`config.mk`:
```
export PLATFORM = sky130hd
export DESIGN_NAME = if_stage_flat
export DESIGN_NICKNAME = d
export VERILOG_FILES = /design/src/rtl/if_stage_pkg.sv /design/src/rtl/if_stage_if.sv /design/src/rtl/if_id_reg.sv /design/src/rtl/if_stage.sv /design/src/flat_wrapper.sv
export SDC_FILE = /design/constraint.sdc
export NUM_CORES = 1
export LEC_CHECK = 0
export BUFFER_PORTS_ARGS = -buffer_cell sky130_fd_sc_hd__buf_2
export CORE_ASPECT_RATIO = 1.2
export CORE_UTILIZATION = 56
export DETAILED_ROUTE_END_ITERATION = 10
export GPL_ROUTABILITY_DRIVEN = 0
export PLACE_DENSITY = 0.89
export SYNTH_ARGS = -nofsm -noshare
export SYNTH_HDL_FRONTEND = slang
export SYNTH_HIERARCHICAL = 1
export SYNTH_SLANG_ARGS = --single-unit
```
`constraint.sdc`:
```
create_clock -name clk -period 9.2 [get_ports clk]
set_clock_uncertainty 0.1 [all_clocks]
set_input_delay 1.84 -clock clk [delete_from_list [all_inputs] [get_ports clk]]
set_output_delay 1.84 -clock clk [all_outputs]
set_load 0.005 [all_outputs]
```
`src/rtl/if_stage_pkg.sv`:
```
// Shared definitions for the instruction-fetch stage: default widths,
// the NOP/HALT words, the fetch FSM state encoding and a PC helper.
package if_stage_pkg;

   localparam int          IF_ADDR_W     = 32;
   localparam int          IF_DATA_W     = 32;
   localparam logic [31:0] NOP_WORD      = 32'h0000_0000;
   localparam logic [31:0] HALT_WORD_DEF = 32'hFC00_0000;

   typedef enum logic [1:0] {
      IF_IDLE = 2'd0,
      IF_RUN  = 2'd1,
      IF_HALT = 2'd2
   } if_state_e;

   // Force a target address onto a word boundary.
   function automatic logic [IF_ADDR_W-1:0] word_align(input logic [IF_ADDR_W-1:0] a);
      return {a[IF_ADDR_W-1:2], 2'b00};
   endfunction

endpackage

```
`src/rtl/if_stage_if.sv`:
```
// Bundle of the fetch stage's control inputs, instruction-memory port,
// IF/ID outputs and debug state. Optional IF_PERF_CNT_EN adds counters.
interface if_stage_if #(
   parameter int ADDR_W = 32,
   parameter int DATA_W = 32
);
   import if_stage_pkg::*;

   logic              load_pc;
   logic              stall;
   logic              redirect;
   logic [ADDR_W-1:0] redirect_pc;
   logic [ADDR_W-1:0] imem_addr;
   logic [DATA_W-1:0] imem_rdata;
   // ifid_valid qualifies ifid_*: when 0 the register holds a bubble
   // (NOP) and decode must ignore it; there is no back-pressure other
   // than stall, which freezes the register with its current contents.
   logic [DATA_W-1:0] ifid_instr;
   logic [ADDR_W-1:0] ifid_pc;
   logic [ADDR_W-1:0] ifid_pc4;
   logic              ifid_valid;
   logic              halted;
   if_state_e         dbg_state;
`ifdef IF_PERF_CNT_EN
   logic [31:0]       fetch_cnt;
   logic [31:0]       stall_cnt;
`endif

   modport master (
      input  load_pc, stall, redirect, redirect_pc, imem_rdata,
      output imem_addr, ifid_instr, ifid_pc, ifid_pc4, ifid_valid, halted, dbg_state
`ifdef IF_PERF_CNT_EN
      , output fetch_cnt, stall_cnt
`endif
   );

   modport slave (
      output load_pc, stall, redirect, redirect_pc, imem_rdata,
      input  imem_addr, ifid_instr, ifid_pc, ifid_pc4, ifid_valid, halted, dbg_state
`ifdef IF_PERF_CNT_EN
      , input fetch_cnt, stall_cnt
`endif
   );

endinterface

```
`src/rtl/if_id_reg.sv`:
```
// IF/ID pipeline register: flush inserts a bubble, hold freezes the
// contents, otherwise the fetched instruction is captured as valid.
module if_id_reg
   import if_stage_pkg::*;
#(
   parameter int ADDR_W = 32,
   parameter int DATA_W = 32
) (
   input  logic              clk,
   input  logic              reset,
   input  logic              flush,
   input  logic              hold,
   input  logic [DATA_W-1:0] in_instr,
   input  logic [ADDR_W-1:0] in_pc,
   input  logic [ADDR_W-1:0] in_pc4,
   output logic [DATA_W-1:0] ifid_instr,
   output logic [ADDR_W-1:0] ifid_pc,
   output logic [ADDR_W-1:0] ifid_pc4,
   output logic              ifid_valid
);

   logic [DATA_W-1:0] instr_d, instr_q;
   logic [ADDR_W-1:0] pc_d, pc_q;
   logic [ADDR_W-1:0] pc4_d, pc4_q;
   logic              valid_d, valid_q;

   // Next contents: flush beats hold, hold beats load.
   always_comb begin
      instr_d = instr_q;
      pc_d    = pc_q;
      pc4_d   = pc4_q;
      valid_d = valid_q;
      if (flush) begin
         instr_d = DATA_W'(NOP_WORD);
         pc_d    = '0;
         pc4_d   = '0;
         valid_d = 1'b0;
      end else if (!hold) begin
         instr_d = in_instr;
         pc_d    = in_pc;
         pc4_d   = in_pc4;
         valid_d = 1'b1;
      end
   end

   // Register with asynchronous clear.
   always_ff @(posedge clk or posedge reset) begin
      if (reset) begin
         instr_q <= '0;
         pc_q    <= '0;
         pc4_q   <= '0;
         valid_q <= 1'b0;
      end else begin
         instr_q <= instr_d;
         pc_q    <= pc_d;
         pc4_q   <= pc4_d;
         valid_q <= valid_d;
      end
   end

   assign ifid_instr = instr_q;
   assign ifid_pc    = pc_q;
   assign ifid_pc4   = pc4_q;
   assign ifid_valid = valid_q;

endmodule

```
`src/rtl/if_stage.sv`:
```
// Instruction-fetch stage: owns the PC, drives imem_addr, and feeds the
// IF/ID register. FSM IDLE -> RUN (load_pc) -> HALT (HALT word fetched).
// Build option IF_PERF_CNT_EN adds saturating fetch/stall counters.
module if_stage
   import if_stage_pkg::*;
#(
   parameter int                ADDR_W    = IF_ADDR_W,
   parameter int                DATA_W    = IF_DATA_W,
   parameter logic [ADDR_W-1:0] START_PC  = '0,
   parameter logic [DATA_W-1:0] HALT_WORD = HALT_WORD_DEF
) (
   input logic        clk,
   input logic        reset,
   if_stage_if.master bus
);

   if_state_e         state_d, state_q;
   logic [ADDR_W-1:0] pc_d, pc_q;
   logic [ADDR_W-1:0] pc4;
   logic              run, fetch_adv, halt_hit, stall_cyc, flush, hold;

   assign pc4 = pc_q + ADDR_W'(4);

   // Classify this cycle: load_pc > redirect > stall > normal advance.
   always_comb begin
      run       = (state_q == IF_RUN);
      fetch_adv = run && !bus.load_pc && !bus.redirect && !bus.stall;
      stall_cyc = run && !bus.load_pc && !bus.redirect && bus.stall;
      halt_hit  = fetch_adv && (bus.imem_rdata == HALT_WORD);
      flush     = bus.load_pc || !run || bus.redirect;
      hold      = stall_cyc;
   end

   // PC update; a fetched HALT word leaves the PC parked on itself.
   always_comb begin
      pc_d = pc_q;
      if (bus.load_pc)
         pc_d = START_PC;
      else if (run && bus.redirect)
         pc_d = word_align(bus.redirect_pc);
      else if (fetch_adv && !halt_hit)
         pc_d = pc4;
   end

   // FSM next state.
   always_comb begin
      state_d = state_q;
      if (bus.load_pc)
         state_d = IF_RUN;
      else if (halt_hit)
         state_d = IF_HALT;
   end

   // State and PC registers.
   always_ff @(posedge clk or posedge reset) begin
      if (reset) begin
         state_q <= IF_IDLE;
         pc_q    <= START_PC;
      end else begin
         state_q <= state_d;
         pc_q    <= pc_d;
      end
   end

   // FSM outputs and the combinational imem address.
   always_comb begin
      bus.halted    = (state_q == IF_HALT);
      bus.dbg_state = state_q;
      bus.imem_addr = pc_q;
   end

   logic [DATA_W-1:0] r_instr;
   logic [ADDR_W-1:0] r_pc, r_pc4;
   logic              r_valid;

   if_id_reg #(.ADDR_W(ADDR_W), .DATA_W(DATA_W)) u_if_id_reg (
      .clk        (clk),
      .reset      (reset),
      .flush      (flush),
      .hold       (hold),
      .in_instr   (bus.imem_rdata),
      .in_pc      (pc_q),
      .in_pc4     (pc4),
      .ifid_instr (r_instr),
      .ifid_pc    (r_pc),
      .ifid_pc4   (r_pc4),
      .ifid_valid (r_valid)
   );

   assign bus.ifid_instr = r_instr;
   assign bus.ifid_pc    = r_pc;
   assign bus.ifid_pc4   = r_pc4;
   assign bus.ifid_valid = r_valid;

`ifdef IF_PERF_CNT_EN
   logic [31:0] fetch_cnt_d, fetch_cnt_q;
   logic [31:0] stall_cnt_d, stall_cnt_q;

   // Saturating counters, cleared by load_pc.
   always_comb begin
      fetch_cnt_d = fetch_cnt_q;
      stall_cnt_d = stall_cnt_q;
      if (bus.load_pc) begin
         fetch_cnt_d = '0;
         stall_cnt_d = '0;
      end else begin
         if (fetch_adv && (fetch_cnt_q != 32'hFFFF_FFFF))
            fetch_cnt_d = fetch_cnt_q + 32'd1;
         if (stall_cyc && (stall_cnt_q != 32'hFFFF_FFFF))
            stall_cnt_d = stall_cnt_q + 32'd1;
      end
   end

   // Counter registers.
   always_ff @(posedge clk or posedge reset) begin
      if (reset) begin
         fetch_cnt_q <= '0;
         stall_cnt_q <= '0;
      end else begin
         fetch_cnt_q <= fetch_cnt_d;
         stall_cnt_q <= stall_cnt_d;
      end
   end

   assign bus.fetch_cnt = fetch_cnt_q;
   assign bus.stall_cnt = stall_cnt_q;
`endif

endmodule

```
`src/flat_wrapper.sv`:
```
// flat-port wrapper written by rule: the top's interface ports become plain ports
module if_stage_flat import if_stage_pkg::*;
#(
   parameter int                ADDR_W    = IF_ADDR_W,
   parameter int                DATA_W    = IF_DATA_W,
   parameter logic [ADDR_W-1:0] START_PC  = '0,
   parameter logic [DATA_W-1:0] HALT_WORD = HALT_WORD_DEF
)
  (clk, reset, bus_load_pc, bus_stall, bus_redirect, bus_redirect_pc, bus_imem_rdata, bus_imem_addr, bus_ifid_instr, bus_ifid_pc, bus_ifid_pc4, bus_ifid_valid, bus_halted, bus_dbg_state);
  if_stage_if #(.ADDR_W(ADDR_W), .DATA_W(DATA_W)) bus_i ();
  input logic clk;
  input logic reset;
  input wire logic [$bits(bus_i.load_pc)-1:0] bus_load_pc;
  input wire logic [$bits(bus_i.stall)-1:0] bus_stall;
  input wire logic [$bits(bus_i.redirect)-1:0] bus_redirect;
  input wire logic [$bits(bus_i.redirect_pc)-1:0] bus_redirect_pc;
  input wire logic [$bits(bus_i.imem_rdata)-1:0] bus_imem_rdata;
  output wire logic [$bits(bus_i.imem_addr)-1:0] bus_imem_addr;
  output wire logic [$bits(bus_i.ifid_instr)-1:0] bus_ifid_instr;
  output wire logic [$bits(bus_i.ifid_pc)-1:0] bus_ifid_pc;
  output wire logic [$bits(bus_i.ifid_pc4)-1:0] bus_ifid_pc4;
  output wire logic [$bits(bus_i.ifid_valid)-1:0] bus_ifid_valid;
  output wire logic [$bits(bus_i.halted)-1:0] bus_halted;
  output wire logic [$bits(bus_i.dbg_state)-1:0] bus_dbg_state;
  assign bus_i.load_pc = bus_load_pc;
  assign bus_i.stall = bus_stall;
  assign bus_i.redirect = bus_redirect;
  assign bus_i.redirect_pc = bus_redirect_pc;
  assign bus_i.imem_rdata = bus_imem_rdata;
  assign bus_imem_addr = bus_i.imem_addr;
  assign bus_ifid_instr = bus_i.ifid_instr;
  assign bus_ifid_pc = bus_i.ifid_pc;
  assign bus_ifid_pc4 = bus_i.ifid_pc4;
  assign bus_ifid_valid = bus_i.ifid_valid;
  assign bus_halted = bus_i.halted;
  assign bus_dbg_state = bus_i.dbg_state;
  if_stage #(.ADDR_W(ADDR_W), .DATA_W(DATA_W), .START_PC(START_PC), .HALT_WORD(HALT_WORD)) u_core (.clk(clk), .reset(reset), .bus(bus_i));
endmodule
```
==> metrics.csv, run 1 <==
metric,value,unit
status,finished clean,
synth.distinct_cells,46,
cts_buffers,17,
final_common_cell,buf_2,
syn_area_per_cell,10.6,um^2
netlist_area,6370,um^2
setup_tns,0,ns
cts_tree,done,
synth_area_leader_cell,dfrtp_1,
post_cts_resized,0,
cts_root_buffer,clkbuf_16,
start_kind,input port,
synth_top_family_by_area,simple AND/OR/NAND/NOR gates,
crit_required,9.41,ns
layout_common_cells,"buf_2, nor2_1, dfrtp_1",
period_share,0.546,
diodes,0,
r2r-start,u_core/bus.dbg_state[1],
clk_path_buf_depth,2,
vias,5340,
pre_cts_ws,3.80,ns
vdd_drop_max,0.000158,V
worstMarginPinSlew,1.17,ns
ff2ff_path_depth,5,
post_drt_via_cell_ratio,5.75,
drive_gt1_frac,0.307,
clkLatencyLatePin,0.41,ns
cts-htree-levels,4,
grt_pass1_wl,26300,um
netlist.area_leader.share,0.506,
die-area,11800,um^2
synth_warnings,6,
wl_per_cell,18.0,um
fillers,787,
p_comb_frac,0.098,
async_flop_share,1.00,
hold_depth,2,
synth_edf_count,0,
hold_end,u_core/u_if_id_reg/ifid_valid,
core-area,11000,um^2
clk_pin_slew,0.06,ns
ys.flop_type,dfrtp_1,
slew_viol_final,0,
critical_path_class,in2reg,
synthAdderAreaFrac,0.00196,
synth_seq_area_share,0.506,
dieWidth,99.4,um
antenna_found_initial,0,
cts_hold_buf,0,
intPower,1110,uW
worstPathArrival,5.23,ns
endpoint_kind,flop,
cp_max_fo,99,
grt.overflow.total,0,
clock.fmax,199,MHz
rows,42,
switchingPower,347,uW
hold_viol,0,
cap_violations,0,
hold_start,u_core/u_if_id_reg/ifid_valid,
placed_area,7330,um^2
r2r_end,u_core/bus.imem_addr[20],
portBuffers,196,
fp.dieH,119,um
synth_compound_area_frac,0.0738,
hold_class,reg2reg,
start_util,0.578,
hpwl,11600,um
first_iter_violations,344,
synth_xor_area_frac,0.0508,
grt_start_max_net_pins,100,
synth_area_leaders,"dfrtp_1, mux2i_1, nor2_1, xor2_1, xnor2_1",
p_seq_frac,0.427,
grt_usage,0.286,
rsz0062_at_grt,false,
layout.nets,854,
first_global_vias,5369,
ios,201,
setup_viol_count_final,0,
cts_setup_buffers,0,
drcViolationCount,0,
relSlewSlack,0.219,
synth_simple_gate_area_share,0.171,
fin_crit,5.02,ns
cts_num_sinks,129,
power_frac_clock,0.475,
power_leakage,0.00383,uW
synth-seq-cells,129,
swShare,0.237,
setup_ws,4.18,ns
muxShareOfSynthArea,0.151,
rrSetupSlack,5.61,ns
postRouteAntennaNets,0,
synthToLayoutAreaGrowth,24.8,%
stdcell_area,7960,um^2
routed_wirelength,16700,um
drtPass1Iterations,5,
power_density,184,nW/um^2
syn_inst,604,
registers in the layout (all words and copies together) (netlist names):
| name | flops |
|---|---|
| u_core/u_if_id_reg/ifid_instr | 32 |
| u_core/u_if_id_reg/ifid_pc4 | 32 |
| u_core/u_if_id_reg/ifid_pc | 32 |
| u_core/bus.imem_addr | 30 |
| u_core/bus.dbg_state | 2 |
| u_core/u_if_id_reg/ifid_valid | 1 |
cell usage after synthesis (2+ instances only):
master / count
a2111oi_0: 2
a211oi_1: 11
a21oi_1: 2
a311oi_1: 15
a31oi_1: 2
and3_1: 2
and4_1: 2
buf_2: 6
buf_4: 11
buf_8: 4
clkbuf_1: 21
dfrtp_1: 129
inv_1: 8
mux2i_1: 96
nand2_1: 16
nand3_1: 13
nand4_1: 10
nand4_4: 2
nor2_1: 140
nor3_1: 3
nor4_1: 11
nor4_2: 2
o2111ai_1: 3
o211ai_1: 4
o21a_1: 2
o21ai_0: 14
o21bai_1: 2
o31ai_1: 3
or3_1: 14
or4_1: 3
xnor2_1: 17
xor2_1: 20
logic make-up after synthesis:
logic type,after synthesis
other cells,1
fa+ha+maj,1
xor+xnor,37
buf+inv,51
simple gates,226
flops,129
compound gates,63
mux,96
power groups by stage:
stage               logic (uW)  registers [uW]  clock network [uW]
global placement           138             630                   0
detailed placement         143             632                   0
global route               158             627                 730
CTS                        144             623                 705
finish                     143             623                 695
floorplan                 88.0             626                   0
cell type report:
| cell class | count | area [um^2] | area share |
|---|---|---|---|
| Inverter | 8 | 32.5 | 0.00409 |
| Clock inverter | 9 | 129 | 0.0162 |
| Multi-Input combinational cell | 429 | 2890 | 0.363 |
| Timing Repair Buffer | 199 | 1020 | 0.128 |
| Clock buffer | 22 | 494 | 0.0621 |
| Tap cell | 132 | 165 | 0.0208 |
| Sequential cell | 129 | 3230 | 0.406 |
worst max-delay path by stage:
stage / to / slack (ns) / from
floorplan: u_core/u_if_id_reg/ifid_instr[0] / 4.73 / reset
global placement: u_core/bus.imem_addr[20] / 3.86 / bus_load_pc
detailed placement: u_core/bus.imem_addr[20] / 3.80 / bus_load_pc
CTS: u_core/bus.imem_addr[20] / 4.24 / bus_load_pc
global route: u_core/bus.imem_addr[20] / 3.95 / bus_load_pc
finish: u_core/bus.imem_addr[20] / 4.18 / bus_load_pc
metrics by stage:
step	instances	hold WS (ns)	utilization	power (uW)
detailed placement	897	0.409	0.665	775
floorplan	609	0.414	-	714
global route	928	0.433	0.721	1510
finish	928	0.416	0.721	1460
global placement	897	0.399	0.665	768
CTS	928	0.421	0.721	1470
per-layer routing:
| metal | part of all wire | wire [um] | vias up | global-route usage |
|---|---|---|---|---|
| li1 | - | - | 2488 | - |
| met5 | 0 | 0 | - | 0 |
| met3 | 0.056 | 934 | 32 | 0.0681 |
| met2 | 0.53 | 8780 | 218 | 0.515 |
| met1 | 0.39 | 6460 | 2602 | 0.322 |
| met4 | 0.029 | 487 | 0 | 0.118 |
worst max-delay path: stages:
cell	delay (ns)
buf_2	0.30
or4b_4	1.05
nor2_2	0.62
o21ai_2	0.47
or4_1	0.65
a311oi_1	0.26
(Power assumes the default switching activity.)
==> run 2, diff against run 1 <==
- CORE_UTILIZATION: 56 -> 47
- PLACE_DENSITY: 0.89 -> 0.79
- clock period: 9.2 -> 4.6 ns (I/O delays scaled with it)
==> metrics.csv, run 2 (synthesis results as in run 1) <==
metric,value,unit,change
status,finished clean,,
cap_violations,0,,unchanged
vias,5299,,-0.77%
relSlewSlack,0.296,,+0.0778
cts-htree-levels,4,,unchanged
period_share,0.653,,
hold_viol,0,,unchanged
critical_path_class,in2reg,,
routed_wirelength,17000,um,+1.8%
clk_path_buf_depth,2,,unchanged
start_kind,input port,,
cts_setup_buffers,0,,unchanged
wl_per_cell,17.4,um,-3.1%
first_iter_violations,392,,+14%
antenna_found_initial,2,,+2
post_drt_via_cell_ratio,5.43,,-5.6%
cts_buffers,17,,unchanged
worstMarginPinSlew,1.06,ns,-0.117 ns
rsz0062_at_grt,false,,
power_leakage,0.00387,uW,+0.93%
worstPathArrival,3.19,ns,-2.04 ns
hold_depth,2,,unchanged
fillers,1122,,+43%
dieWidth,108,um,+9.0%
clock.fmax,333,MHz,
place_inst,941,,+4.9%
grt_start_max_net_pins,67,,-33%
clk_pin_slew,0.06,ns,about the same
grt_pass1_wl,26300,um,+0.26%
crit_required,4.78,ns,-4.63 ns
setup_tns,0,ns,unchanged
layout.nets,862,,+0.94%
fp.dieH,130,um,+9.0%
portBuffers,196,,unchanged
layout_common_cells,"buf_2, nor2_1, dfrtp_1",,
grt.overflow.total,0,,unchanged
fin_crit,3.00,ns,
hpwl,12000,um,+3.4%
die-area,14000,um^2,+19%
first_global_vias,5101,,-5.0%
postRouteAntennaNets,0,,unchanged
slew_viol_final,0,,unchanged
drcViolationCount,0,,unchanged
final_core_util,0.610,,-0.111
grt_usage,0.247,,-0.0388
cts_num_sinks,129,,unchanged
setup_viol_count_final,0,,unchanged
start_util,0.482,,-0.0961
clkLatencyLatePin,0.41,ns,about the same
stdcell_count,975,,+5.1%
power_density,369,nW/um^2,+100%
final_common_cell,buf_2,,
cts_hold_buf,0,,unchanged
ios,201,,unchanged
vdd_drop_max,0.000220,V,+39%
hold_class,reg2reg,,
synthToLayoutAreaGrowth,26.6,%,
drive_gt1_frac,0.312,,+0.00527
core-area,13200,um^2,+20%
endpoint_kind,flop,,
drtPass1Iterations,5,,unchanged
cp_max_fo,34,,-66%
cts_tree,done,,
cts_root_buffer,clkbuf_16,,
ff2ff_path_depth,5,,unchanged
post_cts_resized,0,,unchanged
rows,46,,+9.5%
run 2: final timing paths:
path                       slack, ns                                 to                              start
max reg2reg                     1.90           u_core/bus.imem_addr[21]            u_core/bus.dbg_state[0]
max                             1.60            u_core/bus.imem_addr[6]                 bus_imem_rdata[17]
max in group asynchronous       2.87      u_core/u_if_id_reg/ifid_pc[3]                              reset
min in group asynchronous       0.53           u_core/bus.imem_addr[31]                              reset
min reg2reg                     0.41  u_core/u_if_id_reg/ifid_instr[23]  u_core/u_if_id_reg/ifid_instr[23]
min                             0.41  u_core/u_if_id_reg/ifid_instr[23]  u_core/u_if_id_reg/ifid_instr[23]
run 2: critical path, stage by stage:
cell and delay (ns):
buf_2 0.10, nor4_1 0.37, nand4_1 0.20, buf_4 0.24, o21ai_2 0.84, nor2_1 0.10
a2111oi_0 0.41
run 2: where the power goes:
part	internal [uW]	switching (uW)
logic	128	161
clock network	963	481
registers	1180	62.5
run 2: area by class of cell:
| cell class | instances | area [um^2] | area share |
|---|---|---|---|
| Tap cell | 168 | 210 | 0.0260 |
| Inverter | 8 | 32.5 | 0.00403 |
| Timing Repair Buffer | 207 | 1060 | 0.132 |
| Antenna cell | 2 | 5.00 | 0.000620 |
| Multi-Input combinational cell | 429 | 2890 | 0.358 |
| Clock buffer | 23 | 488 | 0.0605 |
| Clock inverter | 9 | 153 | 0.0189 |
| Sequential cell | 129 | 3230 | 0.400 |
run 2: metrics by stage:
stage	area (um^2)	setup WS (ns)	total power (uW)	hold slack, ns
finish	8070	1.60	2980	0.412
global route	8070	1.34	3090	0.443
CTS	8070	1.60	3000	0.419
detailed placement	7430	1.17	1550	0.406
global placement	7430	1.21	1550	0.399
floorplan	6390	1.05	1430	0.414
run 2: layer usage:
layer  up-vias  part of all wire  global-route usage
li1       2499                 -                   -
met1      2574              0.40               0.296
met2       201              0.51               0.420
met3        25             0.062              0.0604
met4         0             0.023               0.114
met5         -                 0                   0
==> run 3, diff against run 2 <==
- clock period: 4.6 -> 2.6 ns (I/O delays scaled with it)
==> metrics.csv, run 3 (synthesis results as in run 1) <==
metric,value,unit,change
power_frac_clock,0.460,,-0.025
drcViolationCount,0,,unchanged
cts_hold_buf,0,,unchanged
cap_violations,0,,unchanged
synthToLayoutAreaGrowth,30.2,%,
post_cts_resized,0,,unchanged
endpoint_kind,flop,,
rows,46,,unchanged
period_share,0.969,,
path_buf_inv,0,,-2
multi_input_area,2900,um^2,+0.30%
core-area,13200,um^2,unchanged
hold_class,in2async,,
relSlewSlack,0.328,,+0.0315
portBuffers,196,,unchanged
clk_pin_slew,0.06,ns,about the same
vias,5375,,+1.4%
clk_path_buf_depth,2,,unchanged
slew_viol_final,0,,unchanged
routed_wirelength,17000,um,+0.34%
setup_tns,0,ns,unchanged
hold_viol,0,,unchanged
swShare,0.247,,+0.0105
power_leakage,0.00400,uW,+3.5%
regArea,3230,um^2,unchanged
layout.nets,887,,+2.9%
final_common_cell,buf_2,,
intPower,3840,uW,+69%
fp.dieH,130,um,unchanged
final_core_util,0.627,,+0.0173
p_seq_frac,0.427,,+0.009
cts_num_sinks,129,,unchanged
hpwl,12000,um,+0.31%
cts-htree-levels,4,,unchanged
start_kind,flop,,
fillers,1102,,-1.8%
clock.fmax,397,MHz,
first_global_vias,5099,,-0.039%
ios,201,,unchanged
die-area,14000,um^2,unchanged
rsz0062_at_grt,false,,
place_inst,966,,+2.7%
drive_gt1_frac,0.331,,+0.0195
critical_path_class,reg2reg,,
cts_setup_buffers,0,,unchanged
cp_max_fo,9,,-74%
postRouteAntennaNets,0,,unchanged
grt_start_max_net_pins,98,,+46%
cp_slowest_cell,dfrtp_1,,
cpPeakStageDelay,0.53,ns,-0.31 ns
grt_usage,0.248,,+0.000430
setup_viol_count_final,0,,unchanged
cts_tree,done,,
drtPass1Iterations,5,,unchanged
power_density,614,nW/um^2,+66%
cts_buffers,17,,unchanged
vdd_drop_max,0.000383,V,+74%
post_drt_via_cell_ratio,5.38,,-1.1%
p_comb_frac,0.113,,+0.016
cts_root_buffer,clkbuf_16,,
fin_crit,2.52,ns,
crit_family,simple AND/OR/NAND/NOR gates,,
switchingPower,1260,uW,+79%
status,finished clean,,
worstPathArrival,2.72,ns,-0.47 ns
clkLatencyLatePin,0.41,ns,about the same
crit_required,2.80,ns,-1.98 ns
dieWidth,108,um,unchanged
antenna_found_initial,2,,unchanged
stdcell_count,1000,,+2.6%
path_cells,nand4_1 -> nor2_1 -> nand2_1 -> or4_1 -> a311oi_1,,
layout_common_cells,"buf_2, nor2_1, dfrtp_1",,
holdWs,0.133,ns,-0.279 ns
start_util,0.482,,unchanged
wl_per_cell,17.0,um,-2.2%
grt.overflow.total,0,,unchanged
worstMarginPinSlew,1.01,ns,-0.0473 ns
first_iter_violations,426,,+8.7%
grt_pass1_wl,26400,um,+0.21%
==> run 3: changes by cell type in the layout (fill, tap and decap cells not counted), sizes merged <==
| cell | before | now |
|---|---|---|
| buf | 207 | 232 |
| bufinv | 4 | 2 |
| clkinv | 2 | 4 |
| clkinvlp | 3 | 4 |
| inv | 8 | 7 |
==> run 3: worst min-delay path, cell delays in order <==
cell and delay (ns):
buf_2 0.12, inv_1 0.05, buf_4 0.37
==> run 3: area by class of cell <==
type | count | area share
Sequential cell | 129 | 0.389
Clock buffer | 23 | 0.0576
Inverter | 8 | 0.00407
Clock inverter | 9 | 0.0128
Tap cell | 168 | 0.0253
Timing Repair Buffer | 232 | 0.161
Multi-Input combinational cell | 429 | 0.349
Antenna cell | 2 | 0.000603
==> run 3: metrics by stage <==
stage	instance area, um^2	setup WS [ns]	power [uW]
floorplan	6400	0.401	2530
global placement	7700	0.124	2780
detailed placement	7700	0.110	2790
CTS	8290	0.148	5150
global route	8300	0.00771	5310
finish	8300	0.0798	5100
==> run 3: worst paths after layout <==
kind,startpoint,to,slack [ns],depth (start not counted)
max,u_core/bus.imem_addr[5],u_core/bus.imem_addr[20],0.08,5
min,reset,u_core/bus.imem_addr[7],0.13,3
max reg2reg,u_core/bus.imem_addr[5],u_core/bus.imem_addr[20],0.08,5
min reg2reg,u_core/u_if_id_reg/ifid_instr[17],u_core/u_if_id_reg/ifid_instr[17],0.41,2
max in group asynchronous,reset,u_core/u_if_id_reg/ifid_pc4[18],1.74,3
min in group clk,bus_imem_rdata[22],u_core/u_if_id_reg/ifid_instr[22],0.28,3
==> run 3: per-layer routing <==
| layer | GRT usage | share of wire | vias to the layer above |
|---|---|---|---|
| li1 | - | - | 2545 |
| met1 | 0.311 | 0.41 | 2592 |
| met2 | 0.422 | 0.51 | 215 |
| met4 | 0.0922 | 0.020 | 0 |
| met3 | 0.0508 | 0.062 | 23 |
| met5 | 0 | 0 | - |
==> run 3: power by group through the flow <==
stage	registers, uW	logic (uW)	clock network [uW]
6_report	2180	576	2340
5_1_grt	2190	636	2480
4_1_cts	2180	580	2390
3_5_place_dp	2210	576	0
3_3_place_gp	2210	566	0
2_1_floorplan	2210	312	0
